$ cat src/rtl/mc_control_pkg.sv
// mc_control_pkg: opcode/funct constants, control-word encodings,
// sequencer state encodings and the decoded control word bundle.
package mc_control_pkg;

  localparam logic [5:0] OP_SPECIAL = 6'h00;
  localparam logic [5:0] OP_REGIMM  = 6'h01;
  localparam logic [5:0] OP_J       = 6'h02;
  localparam logic [5:0] OP_JAL     = 6'h03;
  localparam logic [5:0] OP_BEQ     = 6'h04;
  localparam logic [5:0] OP_BNE     = 6'h05;
  localparam logic [5:0] OP_BLEZ    = 6'h06;
  localparam logic [5:0] OP_BGTZ    = 6'h07;
  localparam logic [5:0] OP_ADDI    = 6'h08;
  localparam logic [5:0] OP_ADDIU   = 6'h09;
  localparam logic [5:0] OP_SLTI    = 6'h0a;
  localparam logic [5:0] OP_SLTIU   = 6'h0b;
  localparam logic [5:0] OP_ANDI    = 6'h0c;
  localparam logic [5:0] OP_ORI     = 6'h0d;
  localparam logic [5:0] OP_XORI    = 6'h0e;
  localparam logic [5:0] OP_LUI     = 6'h0f;
  localparam logic [5:0] OP_LB      = 6'h20;
  localparam logic [5:0] OP_LH      = 6'h21;
  localparam logic [5:0] OP_LW      = 6'h23;
  localparam logic [5:0] OP_LBU     = 6'h24;
  localparam logic [5:0] OP_LHU     = 6'h25;
  localparam logic [5:0] OP_SB      = 6'h28;
  localparam logic [5:0] OP_SH      = 6'h29;
  localparam logic [5:0] OP_SW      = 6'h2b;

  localparam logic [5:0] FUNCT_SLL  = 6'h00;
  localparam logic [5:0] FUNCT_SRL  = 6'h02;
  localparam logic [5:0] FUNCT_SRA  = 6'h03;
  localparam logic [5:0] FUNCT_SLLV = 6'h04;
  localparam logic [5:0] FUNCT_SRLV = 6'h06;
  localparam logic [5:0] FUNCT_SRAV = 6'h07;
  localparam logic [5:0] FUNCT_JR   = 6'h08;
  localparam logic [5:0] FUNCT_JALR = 6'h09;
  localparam logic [5:0] FUNCT_MUL  = 6'h18;
  localparam logic [5:0] FUNCT_MULU = 6'h19;
  localparam logic [5:0] FUNCT_DIV  = 6'h1a;
  localparam logic [5:0] FUNCT_DIVU = 6'h1b;
  localparam logic [5:0] FUNCT_ADD  = 6'h20;
  localparam logic [5:0] FUNCT_ADDU = 6'h21;
  localparam logic [5:0] FUNCT_SUB  = 6'h22;
  localparam logic [5:0] FUNCT_SUBU = 6'h23;
  localparam logic [5:0] FUNCT_AND  = 6'h24;
  localparam logic [5:0] FUNCT_OR   = 6'h25;
  localparam logic [5:0] FUNCT_XOR  = 6'h26;
  localparam logic [5:0] FUNCT_NOR  = 6'h27;
  localparam logic [5:0] FUNCT_SLT  = 6'h2a;
  localparam logic [5:0] FUNCT_SLTU = 6'h2b;

  localparam logic [5:0] ALU_OP_NOP  = 6'd0;
  localparam logic [5:0] ALU_OP_ADDU = 6'd1;
  localparam logic [5:0] ALU_OP_SUBU = 6'd2;
  localparam logic [5:0] ALU_OP_AND  = 6'd3;
  localparam logic [5:0] ALU_OP_OR   = 6'd4;
  localparam logic [5:0] ALU_OP_XOR  = 6'd5;
  localparam logic [5:0] ALU_OP_NOR  = 6'd6;
  localparam logic [5:0] ALU_OP_SLT  = 6'd7;
  localparam logic [5:0] ALU_OP_SLTU = 6'd8;
  localparam logic [5:0] ALU_OP_SLL  = 6'd9;
  localparam logic [5:0] ALU_OP_SRL  = 6'd10;
  localparam logic [5:0] ALU_OP_SRA  = 6'd11;
  localparam logic [5:0] ALU_OP_LUI  = 6'd12;
  localparam logic [5:0] ALU_OP_MUL  = 6'd13;
  localparam logic [5:0] ALU_OP_MUH  = 6'd14;
  localparam logic [5:0] ALU_OP_MULU = 6'd15;
  localparam logic [5:0] ALU_OP_MUHU = 6'd16;
  localparam logic [5:0] ALU_OP_DIV  = 6'd17;
  localparam logic [5:0] ALU_OP_MOD  = 6'd18;
  localparam logic [5:0] ALU_OP_DIVU = 6'd19;
  localparam logic [5:0] ALU_OP_MODU = 6'd20;
  localparam logic [5:0] ALU_OP_ADD  = 6'd21;
  localparam logic [5:0] ALU_OP_SUB  = 6'd22;
  localparam logic [5:0] ALU_OP_SLLV = 6'd23;
  localparam logic [5:0] ALU_OP_SRLV = 6'd24;
  localparam logic [5:0] ALU_OP_SRAV = 6'd25;

  localparam logic [3:0] PC_OP_NEXT = 4'd0;
  localparam logic [3:0] PC_OP_J    = 4'd1;
  localparam logic [3:0] PC_OP_JR   = 4'd2;
  localparam logic [3:0] PC_OP_BZ   = 4'd3;
  localparam logic [3:0] PC_OP_BNZ  = 4'd4;
  localparam logic [3:0] PC_OP_BLEZ = 4'd5;
  localparam logic [3:0] PC_OP_BGTZ = 4'd6;
  localparam logic [3:0] PC_OP_BLTZ = 4'd7;
  localparam logic [3:0] PC_OP_BGEZ = 4'd8;

  localparam logic [2:0] DM_OP_NONE = 3'd0;
  localparam logic [2:0] DM_OP_B    = 3'd1;
  localparam logic [2:0] DM_OP_BU   = 3'd2;
  localparam logic [2:0] DM_OP_H    = 3'd3;
  localparam logic [2:0] DM_OP_HU   = 3'd4;
  localparam logic [2:0] DM_OP_WD   = 3'd5;

  localparam logic [1:0] REG_SRC_ALU = 2'd0;
  localparam logic [1:0] REG_SRC_MEM = 2'd1;
  localparam logic [1:0] REG_SRC_PC  = 2'd2;
  localparam logic [1:0] REG_SRC_MDU = 2'd3;

  localparam logic [1:0] REG_DST_RT = 2'd0;
  localparam logic [1:0] REG_DST_RD = 2'd1;
  localparam logic [1:0] REG_DST_31 = 2'd2;

  localparam logic [1:0] EXT_OP_ZERO = 2'd0;
  localparam logic [1:0] EXT_OP_SIGN = 2'd1;
  localparam logic [1:0] EXT_OP_LUI  = 2'd2;

  typedef enum logic [2:0] {
    MC_ST_IDLE     = 3'd0,
    MC_ST_FETCH    = 3'd1,
    MC_ST_DECODE   = 3'd2,
    MC_ST_EXEC     = 3'd3,
    MC_ST_MDU_WAIT = 3'd4,
    MC_ST_MEM      = 3'd5,
    MC_ST_WB       = 3'd6,
    MC_ST_ERR      = 3'd7
  } mc_state_e;

  typedef struct packed {
    logic [5:0] alu_op;
    logic       alu_src;
    logic [1:0] ext_op;
    logic [2:0] dm_op;
    logic [1:0] reg_src;
    logic [1:0] reg_dst;
    logic [3:0] pc_op;
  } ctrl_word_t;

  typedef struct packed {
    logic jump;
    logic link;
    logic branch;
    logic load;
    logic store;
    logic mdu;
    logic illegal;
  } ctrl_flags_t;

  localparam ctrl_word_t CW_NOP = '{
    alu_op:  ALU_OP_NOP,
    alu_src: 1'b0,
    ext_op:  EXT_OP_ZERO,
    dm_op:   DM_OP_NONE,
    reg_src: REG_SRC_ALU,
    reg_dst: REG_DST_RT,
    pc_op:   PC_OP_NEXT
  };

  // funct[1:0] picks MUL/MULU/DIV/DIVU, hi picks MUH/MUHU/MOD/MODU
  function automatic logic [5:0] mdu_alu_op(
    input logic [1:0] f,
    input logic       hi
  );
    return ALU_OP_MUL + {3'b000, f, 1'b0} + {5'b00000, hi};
  endfunction

endpackage

$ cat src/rtl/mc_control_ctrl_decode.sv
// mc_control_ctrl_decode: combinational instr -> control word + class flags.
// Ports: instr (IR), cw (control word), fl (jump/link/branch/ld/st/mdu/ill).
module mc_control_ctrl_decode
  import mc_control_pkg::*;
#(
  parameter bit MDU_EN = 1'b1
) (
  input  logic [31:0] instr,
  output ctrl_word_t  cw,
  output ctrl_flags_t fl
);

  logic [5:0] op;
  logic [5:0] funct;
  logic [4:0] rt;
  logic       sop_hint;
  logic       unused_bits;

  assign op    = instr[31:26];
  assign funct = instr[5:0];
  assign rt    = instr[20:16];
  // MDU ops carry sop code 2 (low) or 3 (high) in the shamt field
  assign sop_hint    = (instr[10:7] == 4'b0001);
  assign unused_bits = ^{instr[25:21], instr[15:11]};

  always_comb begin
    cw = CW_NOP;
    fl = '0;
    unique case (1'b1)
      op == OP_SPECIAL: begin
        cw.reg_dst = REG_DST_RD;
        unique case (funct)
          FUNCT_SLL:  cw.alu_op = ALU_OP_SLL;
          FUNCT_SRL:  cw.alu_op = ALU_OP_SRL;
          FUNCT_SRA:  cw.alu_op = ALU_OP_SRA;
          FUNCT_SLLV: cw.alu_op = ALU_OP_SLLV;
          FUNCT_SRLV: cw.alu_op = ALU_OP_SRLV;
          FUNCT_SRAV: cw.alu_op = ALU_OP_SRAV;
          FUNCT_ADD:  cw.alu_op = ALU_OP_ADD;
          FUNCT_ADDU: cw.alu_op = ALU_OP_ADDU;
          FUNCT_SUB:  cw.alu_op = ALU_OP_SUB;
          FUNCT_SUBU: cw.alu_op = ALU_OP_SUBU;
          FUNCT_AND:  cw.alu_op = ALU_OP_AND;
          FUNCT_OR:   cw.alu_op = ALU_OP_OR;
          FUNCT_XOR:  cw.alu_op = ALU_OP_XOR;
          FUNCT_NOR:  cw.alu_op = ALU_OP_NOR;
          FUNCT_SLT:  cw.alu_op = ALU_OP_SLT;
          FUNCT_SLTU: cw.alu_op = ALU_OP_SLTU;
          FUNCT_JR: begin
            fl.jump  = 1'b1;
            cw.pc_op = PC_OP_JR;
          end
          FUNCT_JALR: begin
            fl.jump    = 1'b1;
            fl.link    = 1'b1;
            cw.pc_op   = PC_OP_JR;
            cw.reg_src = REG_SRC_PC;
          end
          FUNCT_MUL, FUNCT_MULU,
          FUNCT_DIV, FUNCT_DIVU: begin
            if (sop_hint) begin
              fl.mdu     = 1'b1;
              cw.alu_op  = mdu_alu_op(funct[1:0], instr[6]);
              cw.reg_src = REG_SRC_MDU;
            end else begin
              fl.illegal = 1'b1;
            end
          end
          default: fl.illegal = 1'b1;
        endcase
      end
      op == OP_REGIMM: begin
        cw.ext_op = EXT_OP_SIGN;
        fl.branch = 1'b1;
        unique case (rt)
          5'h00: cw.pc_op = PC_OP_BLTZ;
          5'h01: cw.pc_op = PC_OP_BGEZ;
          5'h10, 5'h11: begin
            cw.pc_op   = rt[0] ? PC_OP_BGEZ : PC_OP_BLTZ;
            cw.reg_src = REG_SRC_PC;
            cw.reg_dst = REG_DST_31;
            fl.link    = 1'b1;
          end
          default: fl.illegal = 1'b1;
        endcase
      end
      op == OP_J: begin
        fl.jump  = 1'b1;
        cw.pc_op = PC_OP_J;
      end
      op == OP_JAL: begin
        fl.jump    = 1'b1;
        fl.link    = 1'b1;
        cw.pc_op   = PC_OP_J;
        cw.reg_src = REG_SRC_PC;
        cw.reg_dst = REG_DST_31;
      end
      op == OP_BEQ, op == OP_BNE,
      op == OP_BLEZ, op == OP_BGTZ: begin
        fl.branch = 1'b1;
        cw.alu_op = ALU_OP_SUBU;
        cw.ext_op = EXT_OP_SIGN;
        unique case (op[1:0])
          2'd0:    cw.pc_op = PC_OP_BZ;
          2'd1:    cw.pc_op = PC_OP_BNZ;
          2'd2:    cw.pc_op = PC_OP_BLEZ;
          default: cw.pc_op = PC_OP_BGTZ;
        endcase
      end
      op == OP_ADDI, op == OP_ADDIU,
      op == OP_SLTI, op == OP_SLTIU,
      op == OP_ANDI, op == OP_ORI,
      op == OP_XORI, op == OP_LUI: begin
        cw.alu_src = 1'b1;
        cw.reg_dst = REG_DST_RT;
        cw.ext_op  = EXT_OP_SIGN;
        unique case (op[2:0])
          3'd0: cw.alu_op = ALU_OP_ADD;
          3'd1: cw.alu_op = ALU_OP_ADDU;
          3'd2: cw.alu_op = ALU_OP_SLT;
          3'd3: cw.alu_op = ALU_OP_SLTU;
          3'd4: begin
            cw.alu_op = ALU_OP_AND;
            cw.ext_op = EXT_OP_ZERO;
          end
          3'd5: begin
            cw.alu_op = ALU_OP_OR;
            cw.ext_op = EXT_OP_ZERO;
          end
          3'd6: begin
            cw.alu_op = ALU_OP_XOR;
            cw.ext_op = EXT_OP_ZERO;
          end
          default: begin
            cw.alu_op = ALU_OP_LUI;
            cw.ext_op = EXT_OP_LUI;
          end
        endcase
      end
      op == OP_LB, op == OP_LH, op == OP_LW,
      op == OP_LBU, op == OP_LHU: begin
        fl.load    = 1'b1;
        cw.alu_op  = ALU_OP_ADDU;
        cw.alu_src = 1'b1;
        cw.ext_op  = EXT_OP_SIGN;
        cw.reg_src = REG_SRC_MEM;
        cw.reg_dst = REG_DST_RT;
        unique case (op[2:0])
          3'd0:    cw.dm_op = DM_OP_B;
          3'd1:    cw.dm_op = DM_OP_H;
          3'd3:    cw.dm_op = DM_OP_WD;
          3'd4:    cw.dm_op = DM_OP_BU;
          default: cw.dm_op = DM_OP_HU;
        endcase
      end
      op == OP_SB, op == OP_SH, op == OP_SW: begin
        fl.store   = 1'b1;
        cw.alu_op  = ALU_OP_ADDU;
        cw.alu_src = 1'b1;
        cw.ext_op  = EXT_OP_SIGN;
        unique case (op[1:0])
          2'd0:    cw.dm_op = DM_OP_B;
          2'd1:    cw.dm_op = DM_OP_H;
          default: cw.dm_op = DM_OP_WD;
        endcase
      end
      default: fl.illegal = 1'b1;
    endcase
    if (fl.mdu && !MDU_EN) begin
      fl.illegal = 1'b1;
    end
  end

endmodule

$ cat src/rtl/mc_control.sv
// mc_control: multi-cycle FETCH/DECODE/EXEC/MEM/WB sequencer.
// Ports: instr, im/dm/mdu handshakes in; PC/IR/ALU/DM/RF controls out.
module mc_control
  import mc_control_pkg::*;
#(
  parameter int TIMEOUT = 16,
  parameter bit MDU_EN  = 1'b1
) (
  input  logic        clk,
  input  logic        rst_n,
  input  logic [31:0] instr,
  input  logic        im_ack,
  input  logic        dm_ack,
  input  logic        mdu_done,
  output logic        im_req,
  output logic        ir_wr,
  output logic        pc_wr,
  output logic [3:0]  pc_op,
  output logic [5:0]  alu_op,
  output logic        alu_src,
  output logic [1:0]  ext_op,
  output logic        dm_req,
  output logic        dm_rd,
  output logic        dm_wr,
  output logic [2:0]  dm_op,
  output logic        mdu_start,
  output logic        reg_wr,
  output logic [1:0]  reg_src,
  output logic [1:0]  reg_dst,
  output logic        ill_instr,
  output logic        bus_err
);

  localparam int TW = (TIMEOUT > 0) ? $clog2(TIMEOUT + 1) : 1;
  localparam logic [TW-1:0] TLIM =
    TW'((TIMEOUT > 0) ? TIMEOUT - 1 : 0);

  mc_state_e   state_q, state_d;
  ctrl_word_t  dec_cw, cw_d, cw_q, cw_o;
  ctrl_flags_t dec_fl;
  logic        br_q, lk_q, ld_q, st_q, md_q;
  logic [TW-1:0] tcnt_q;
  logic        tmo;

  mc_control_ctrl_decode #(
    .MDU_EN (MDU_EN)
  ) u_dec (
    .instr (instr),
    .cw    (dec_cw),
    .fl    (dec_fl)
  );

  // an illegal instruction retires as a NOP
  assign cw_d = dec_fl.illegal ? CW_NOP : dec_cw;

  // jumps act in DECODE, so the fields come straight
  // from the decoder there and from the latched word after
  assign cw_o = (state_q == MC_ST_DECODE) ? cw_d : cw_q;

  assign alu_op  = cw_o.alu_op;
  assign alu_src = cw_o.alu_src;
  assign ext_op  = cw_o.ext_op;
  assign dm_op   = cw_o.dm_op;
  assign reg_src = cw_o.reg_src;
  assign reg_dst = cw_o.reg_dst;
  assign pc_op   = (state_q == MC_ST_FETCH) ? PC_OP_NEXT
                                            : cw_o.pc_op;

  // last wait cycle before the bus is declared dead
  assign tmo = (TIMEOUT != 0) && (tcnt_q == TLIM);

  always_comb begin
    state_d   = state_q;
    im_req    = 1'b0;
    ir_wr     = 1'b0;
    pc_wr     = 1'b0;
    dm_req    = 1'b0;
    dm_rd     = 1'b0;
    dm_wr     = 1'b0;
    mdu_start = 1'b0;
    reg_wr    = 1'b0;
    ill_instr = 1'b0;
    bus_err   = 1'b0;
    unique case (state_q)
      MC_ST_IDLE: state_d = MC_ST_FETCH;
      MC_ST_FETCH: begin
        im_req = 1'b1;
        if (im_ack) begin
          ir_wr   = 1'b1;
          pc_wr   = 1'b1;
          state_d = MC_ST_DECODE;
        end else if (tmo) begin
          state_d = MC_ST_ERR;
        end
      end
      MC_ST_DECODE: begin
        if (dec_fl.illegal) begin
          ill_instr = 1'b1;
          state_d   = MC_ST_FETCH;
        end else if (dec_fl.jump) begin
          pc_wr   = 1'b1;
          reg_wr  = dec_fl.link;
          state_d = MC_ST_FETCH;
        end else begin
          state_d = MC_ST_EXEC;
        end
      end
      MC_ST_EXEC: begin
        unique case (1'b1)
          br_q: begin
            pc_wr   = 1'b1;
            reg_wr  = lk_q;
            state_d = MC_ST_FETCH;
          end
          md_q: begin
            mdu_start = 1'b1;
            state_d   = MC_ST_MDU_WAIT;
          end
          ld_q, st_q: state_d = MC_ST_MEM;
          default:    state_d = MC_ST_WB;
        endcase
      end
      MC_ST_MDU_WAIT: begin
        if (mdu_done) begin
          state_d = MC_ST_WB;
        end
      end
      MC_ST_MEM: begin
        dm_req = 1'b1;
        dm_rd  = ld_q;
        dm_wr  = st_q;
        if (dm_ack) begin
          state_d = ld_q ? MC_ST_WB : MC_ST_FETCH;
        end else if (tmo) begin
          state_d = MC_ST_ERR;
        end
      end
      MC_ST_WB: begin
        reg_wr  = 1'b1;
        state_d = MC_ST_FETCH;
      end
      MC_ST_ERR: bus_err = 1'b1;
      default:   state_d = MC_ST_IDLE;
    endcase
  end

  always_ff @(posedge clk or negedge rst_n) begin
    if (!rst_n) begin
      state_q <= MC_ST_IDLE;
      cw_q    <= CW_NOP;
      br_q    <= 1'b0;
      lk_q    <= 1'b0;
      ld_q    <= 1'b0;
      st_q    <= 1'b0;
      md_q    <= 1'b0;
      tcnt_q  <= '0;
    end else begin
      state_q <= state_d;
      if (state_q == MC_ST_DECODE) begin
        cw_q <= cw_d;
        br_q <= dec_fl.branch & ~dec_fl.illegal;
        lk_q <= dec_fl.link & ~dec_fl.illegal;
        ld_q <= dec_fl.load & ~dec_fl.illegal;
        st_q <= dec_fl.store & ~dec_fl.illegal;
        md_q <= dec_fl.mdu & ~dec_fl.illegal;
      end
      // a state change always restarts the wait count,
      // which covers every entry into FETCH and MEM
      if (state_d != state_q) begin
        tcnt_q <= '0;
      end else if (state_q == MC_ST_FETCH ||
                   state_q == MC_ST_MEM) begin
        tcnt_q <= tcnt_q + 1'b1;
      end
    end
  end

endmodule

$ cat config.mk
export PLATFORM = sky130hd
export DESIGN_NAME = mc_control
export DESIGN_NICKNAME = d
export VERILOG_FILES = /design/src/rtl/mc_control_pkg.sv /design/src/rtl/mc_control_ctrl_decode.sv /design/src/rtl/mc_control.sv
export SDC_FILE = /design/constraint.sdc
export NUM_CORES = 1
export LEC_CHECK = 0
export CAP_MARGIN = 20
export CORE_MARGIN = 4
export CORE_UTILIZATION = 35
export CTS_CLUSTER_SIZE = 10
export DETAILED_ROUTE_END_ITERATION = 8
export SETUP_SLACK_MARGIN = 0.1
export SLEW_MARGIN = 0
export SYNTH_ARGS = -nofsm -noshare
export SYNTH_HDL_FRONTEND = slang
export SYNTH_SLANG_ARGS = --single-unit
$ cat constraint.sdc
create_clock -name clk -period 2.8 [get_ports clk]
set_clock_uncertainty 0.05 [all_clocks]
set_input_delay 0.28 -clock clk [delete_from_list [all_inputs] [get_ports clk]]
set_output_delay 0.28 -clock clk [all_outputs]
set_load 0.03 [all_outputs]
* After elaboration in Yosys (flattened, before gate mapping) *
Index checks and enable logic that the tools add are counted.

storage, ports and cells
  register bits after elaboration = 33
  output and inout bits = 30
  input port bits = 37
  logic and storage cells = 183

operators by class
  mux-type cells = 68
  equality and inequality tests = 65
  bitwise gates (word level) = 6
  reduce and logical (&&, ||, !) cells = 27
  $add $sub $neg = 3

operator list
  kind                  count
  $eq A6 B6 Y1 const B  18
  $pmux W6 S17          1
  $eq A6 B4 Y1 const B  10
  $eq A6 B3 Y1 const B  7
  $mux W20              2
  $pmux W5 S7           1
  $mux W1               29
  $eq A6 B2 Y1 const B  4
  $eq A6 B5 Y1 const B  4
  $pmux W6 S4           1
  $reduce_or A22 Y1     1
  $eq A3 B3 Y1 const B  7
  $pmux W3 S3           2
  $pmux W3 S6           1
  $reduce_or A18 Y1     1
  $pmux W4 S4           1
  $reduce_or A16 Y1     1
  $reduce_or A4 Y1      4
  $reduce_or A8 Y1      2
  $mux W3               5
  $reduce_or A13 Y1     1
  $eq A3 B2 Y1 const B  4
  $logic_not A6 Y1      2
  $mux W4               3
  other kinds (33)      57

* Depth between registers and ports, before layout *
  depth in word-level cells = 9
  mapped depth = 10
  depth with buffers taken out = 8

* By module *
Synthesis repeated with hierarchy kept, for this count alone.

second synthesis, totals
  cells, all modules = 389
  area, all modules = 2,890.3 um^2

by module, submodules not included
  module                  area each (um^2)  times used  seq. area each (um^2)  cells each
  mc_control              1,928.1           1           825.8                  228
  mc_control_ctrl_decode  962.2             1           0.0                    161

* Worst setup path after synthesis *
No wires, ideal clock.

  kind = input to output
  start point = input instr[2]
  end point = output pc_op[0]
  required time = 2,470 ps
  arrival time = 2,250 ps
  stages = 7
  slack = 220 ps
  path buffers = 2
  path through = buf_6 or3b_4 or4b_4 buf_6 a211oi_4 a32oi_1 nor2_1

on the way
  cells in the longest elaborated chain, start to end = 7
  elaborated cells between the ends (all ways) = 29
  those cells by class = eq/ne: 21; mux: 5; reduce/logical: 3

ends and longest elaborated chain
  item                                                             RTL line                      text
  start, declared                                                  mc_control.sv:11              input logic [31:0] instr,
  $eq A6 B2 Y1 (tied with other cells)                             mc_control_ctrl_decode.sv:32  unique case (funct)
  $reduce_or A18 Y1 (no line) or $reduce_or A4 Y1 (tied branches)  n/a
  $pmux W1 S2 *                                                    mc_control_ctrl_decode.sv:32
  $pmux W1 S3 *                                                    mc_control_ctrl_decode.sv:29  unique case (1'b1)
  $mux W20 *                                                       mc_control.sv:54              assign cw_d = dec_fl.illegal ? CW_NOP : dec_cw;
  $mux W20 *                                                       n/a
  $mux W4 *                                                        mc_control.sv:66              assign pc_op = (state_q == MC_ST_FETCH) ? PC_OP_NEXT
  end, declared                                                    mc_control.sv:18              output logic [3:0] pc_op,

Every way passes the cells marked *; elsewhere a longest branch is shown, timed or not.

* Worst setup path after layout *
  start point = input instr[27]
  end point = output reg_dst[1]

on the way
  cells in the longest elaborated chain, start to end = 5
  elaborated cells between the ends (all ways) = 29
  those cells by class = eq/ne: 23; mux: 4; reduce/logical: 2

ends and longest elaborated chain
  item                                  RTL line                       text
  $eq A6 B6 Y1 (tied with other cells)  mc_control_ctrl_decode.sv:156  op == OP_SB, op == OP_SH, op == OP_SW: begin
  $reduce_or A22 Y1 (no line)           n/a
  $pmux W1 S3                           mc_control_ctrl_decode.sv:29
  $mux W20 *                            mc_control.sv:54
  $mux W20 *                            n/a
  end, declared                         mc_control.sv:29               output logic [1:0] reg_dst,

Marks and branches as above.

==> flow_metrics.py <==
metrics = {
    "run_status": {
        "status": "completed",
    },
    "timing": {
        "finalHoldViolations": 0,
        "setup_viol": 0,
        "tns_ns": 0,
        "worst_pin_slew_ns": 0.571,
        "fin_crit_sh_pct": 96.2,
        "drv_slew": 0,
        "maxSlewHeadroom_pct": 61.8,
        "clock.fmax_ghz": 0.371,
        "rsz0062_at_grt": "yes",
        "whs_ns": 0.342,
        "fin_crit_ns": 2.69,
    },
    "synth": {
        "yosysTopAreaCell": "dfrtp_1",
        "synth_nets": 379,
        "yosysWarnings": 0,
        "seq_area_frac_synth_pct": 31.1,
        "synth.most_common_cell": "nand2_1",
        "async_flop_share_pct": 100,
        "ys.flop_type": "dfrtp_1",
        "synth_cells": 333,
        "synth_area_leaders": "dfrtp_1 31%, nand2_1 5.5%, a21oi_1 5.5%",
        "synth_cell_types": 66,
        "synthTopCellsByCount": "39 x nand2_1, 33 x dfrtp_1, 30 x nor2_1",
        "yosys.area.top_type_share_pct": 31.1,
        "syn-mean-instance-area_um2": 7.97,
        "synth_area_um2": 2660,
        "synth_edf_count": 0,
        "ys_ff_latch": 33,
    },
    "critical_path": {
        "crit_path_end_kind": "output port",
        "crit_path_max_fanout": 5,
        "start_kind": "input port",
        "max_stage_delay_ns": 0.54,
        "path_cells": "buf_8, buf_6, ha_4, or4_4, buf_6, nor3b_4, nor3_2, buf_4, a211oi_4, buf_6, a32o_2, buf_6",
        "crit_required_ns": 2.47,
        "worst_path_max_delay_cell": "or4_4",
        "path_class": "in2out",
        "worst-path-buf-inv": 6,
        "cpMostUsedCell": "buf_6",
        "crit_arrival_ns": 2.36,
        "crit_family": "simple AND/OR/NAND/NOR gates",
    },
    "clock_tree": {
        "cts.clk_slew.worst_paths_ns": 0.07,
        "cts-hold-fix-buffers": 0,
        "clockBufferDepth": 2,
        "clkLatencyLatePin_ns": 0.28,
        "root_buffer": "clkbuf_8",
        "cts_made_buffers": 5,
        "cts.sinks": 33,
        "cts_max_level": 2,
        "cts_tree": "done",
    },
    "routing": {
        "drt_iter0_drc": 114,
        "firstDrtPassIters": 4,
        "drt-wirelength-per-cell_um": 14.1,
        "drt-vias-per-instance": 5.15,
        "vias": 2838,
        "drc": 0,
        "routed_wl_um": 7790,
        "detail-route-antenna-nets": 0,
    },
    "place": {
        "place_hpwl_um": 6130,
        "io_buffer_count": 56,
        "gp_congestion": 0.871,
        "dp.cells": 532,
    },
    "pwr": {
        "vdd_drop_max_v": 0.000232,
        "p_per_area_nw_per_um2": 642,
        "finalPower_mw": 2.61,
        "p_leak_nw": 1.89,
    },
    "die": {
        "die_area_um2": 9040,
        "die_w_um": 95.1,
        "core_um2": 7330,
        "rows": 31,
        "io_pins": 67,
        "initial_core_util_pct": 36.2,
        "die_y_um": 95.1,
    },
    "global_route": {
        "grt_max_degree": 34,
        "grt_pass1_vias": 2788,
        "grt-ovfl-total": 0,
        "grt_pass1_wl_um": 12800,
        "grt_use_total_pct": 17.9,
        "antenna_found_initial": 0,
    },
    "job": {
        "maxCapViolCount": 0,
    },
    "finish": {
        "drive_gt1_share_pct": 36.5,
        "layout.nets": 497,
        "area_growth_pct": 53.3,
        "antenna_cells": 0,
        "fill_cells": 668,
        "fin_util_pct": 55.5,
        "finalNonFillerCells": 551,
    },
    "hold_path": {
        "hold_class": "in2async",
    },
}
## state kept, by name, indices dropped and copies added (netlist names)
name     cells
tcnt_q       5
st_q         1
state_q      3
lk_q         1
md_q         1
ld_q         1
cw_q        20
br_q         1
## worst reg2reg max path, cell delays in order, from the launching register on
cell and delay (ns):
dfrtp_1 0.42, ha_1 0.22, and3_1 0.19, ha_1 0.22
a32oi_1 0.20, o21ai_0 0.13, a2111oi_1 0.47, buf_4 0.19
nor2_1 0.05, buf_4 0.15, nor2_1 0.09
## area by class of cell
cell class              count  area, um2  area share [%]
flip-flops and latches     33        826            20.3
clock inverters             1       30.0           0.738
repair buffers            145       1220            29.9
multi-input cells         249       1720            42.4
well taps                  99        124            3.04
inverters                  17       63.8            1.57
clock buffers               7       86.3            2.12
## placed cells by master, fill, tap and decap left out, types with 4 or more instances in the layout
master           instances
nand2_1                 37
o21ai_0                 14
nand3_1                  8
clkbuf_8                 6
a22o_1                   4
a31oi_1                  4
inv_1                   13
nor2_1                  28
nor2b_1                  5
buf_4                   98
clkdlybuf4s50_1         20
nand2b_1                 6
and3_1                   4
a211oi_1                 4
dlymetal6s2s_1           4
buf_6                   14
ha_1                     6
and2_1                   4
a21oi_1                 29
nor3_1                   8
dfrtp_1                 33
## what timing repair did
action	CTS	global route
pin swaps	13	11
gates resized for setup	68	32
setup buffers	8	3
endpoints found under the setup margin	19	18
## cell families after synthesis
| kind of cell | count (synthesis) | share of synthesized area (%) |
|---|---|---|
| AOI/OAI and AO/OA | 99 | 26.0 |
| xor gates and xnor gates | 3 | 0.990 |
| adders and majority gates | 9 | 4.24 |
| buffers and inverters | 51 | 9.94 |
| DFF | 33 | 31.1 |
| muxes | 1 | 0.377 |
| and+or+nand+nor | 137 | 27.4 |
## stage by stage
| step | area [um2] | setup slack, ns |
|---|---|---|
| after global placement | 3670 | -0.628 |
| final | 4070 | 0.106 |
| after floorplan | 2660 | 0.220 |
| after detailed placement | 3670 | -0.666 |
| after CTS | 3930 | 0.0970 |
| after global routing | 4070 | 0.0320 |
## report_power, final
part	internal [mW]	switching (mW)	total (mW)	leakage, nW
clock	0.290	0.175	0.466	0.0585
combinational	0.614	0.838	1.45	1.39
sequential	0.622	0.0729	0.695	0.443
## metal layers
layer	up-vias	wire length, um	global-route usage [%]
met5	-	0	0
met4	0	124	6.25
met3	8	352	2.13
met2	70	3770	30.8
met1	1338	3550	23.0
li1	1422	-	-
## worst paths after layout
check	from	endpoint	slack [ns]	cells past startpoint
worst max-delay path	instr[27]	reg_dst[1]	0.11	12
min in group clk	cw_q[3]$_DFF_PN0_	cw_q[3]$_DFF_PN0_	0.41	2
worst max register to register	tcnt_q[0]$_DFFE_PN0P_	tcnt_q[1]$_DFFE_PN0P_	0.35	10
worst min-delay path	rst_n	cw_q[8]$_DFF_PN0_	0.34	2
max in group asynchronous	rst_n	cw_q[13]$_DFF_PN0_	2.05	2
worst min register to register	cw_q[3]$_DFF_PN0_	cw_q[3]$_DFF_PN0_	0.41	2
No activity file was read; power rests on OpenSTA's default activity.
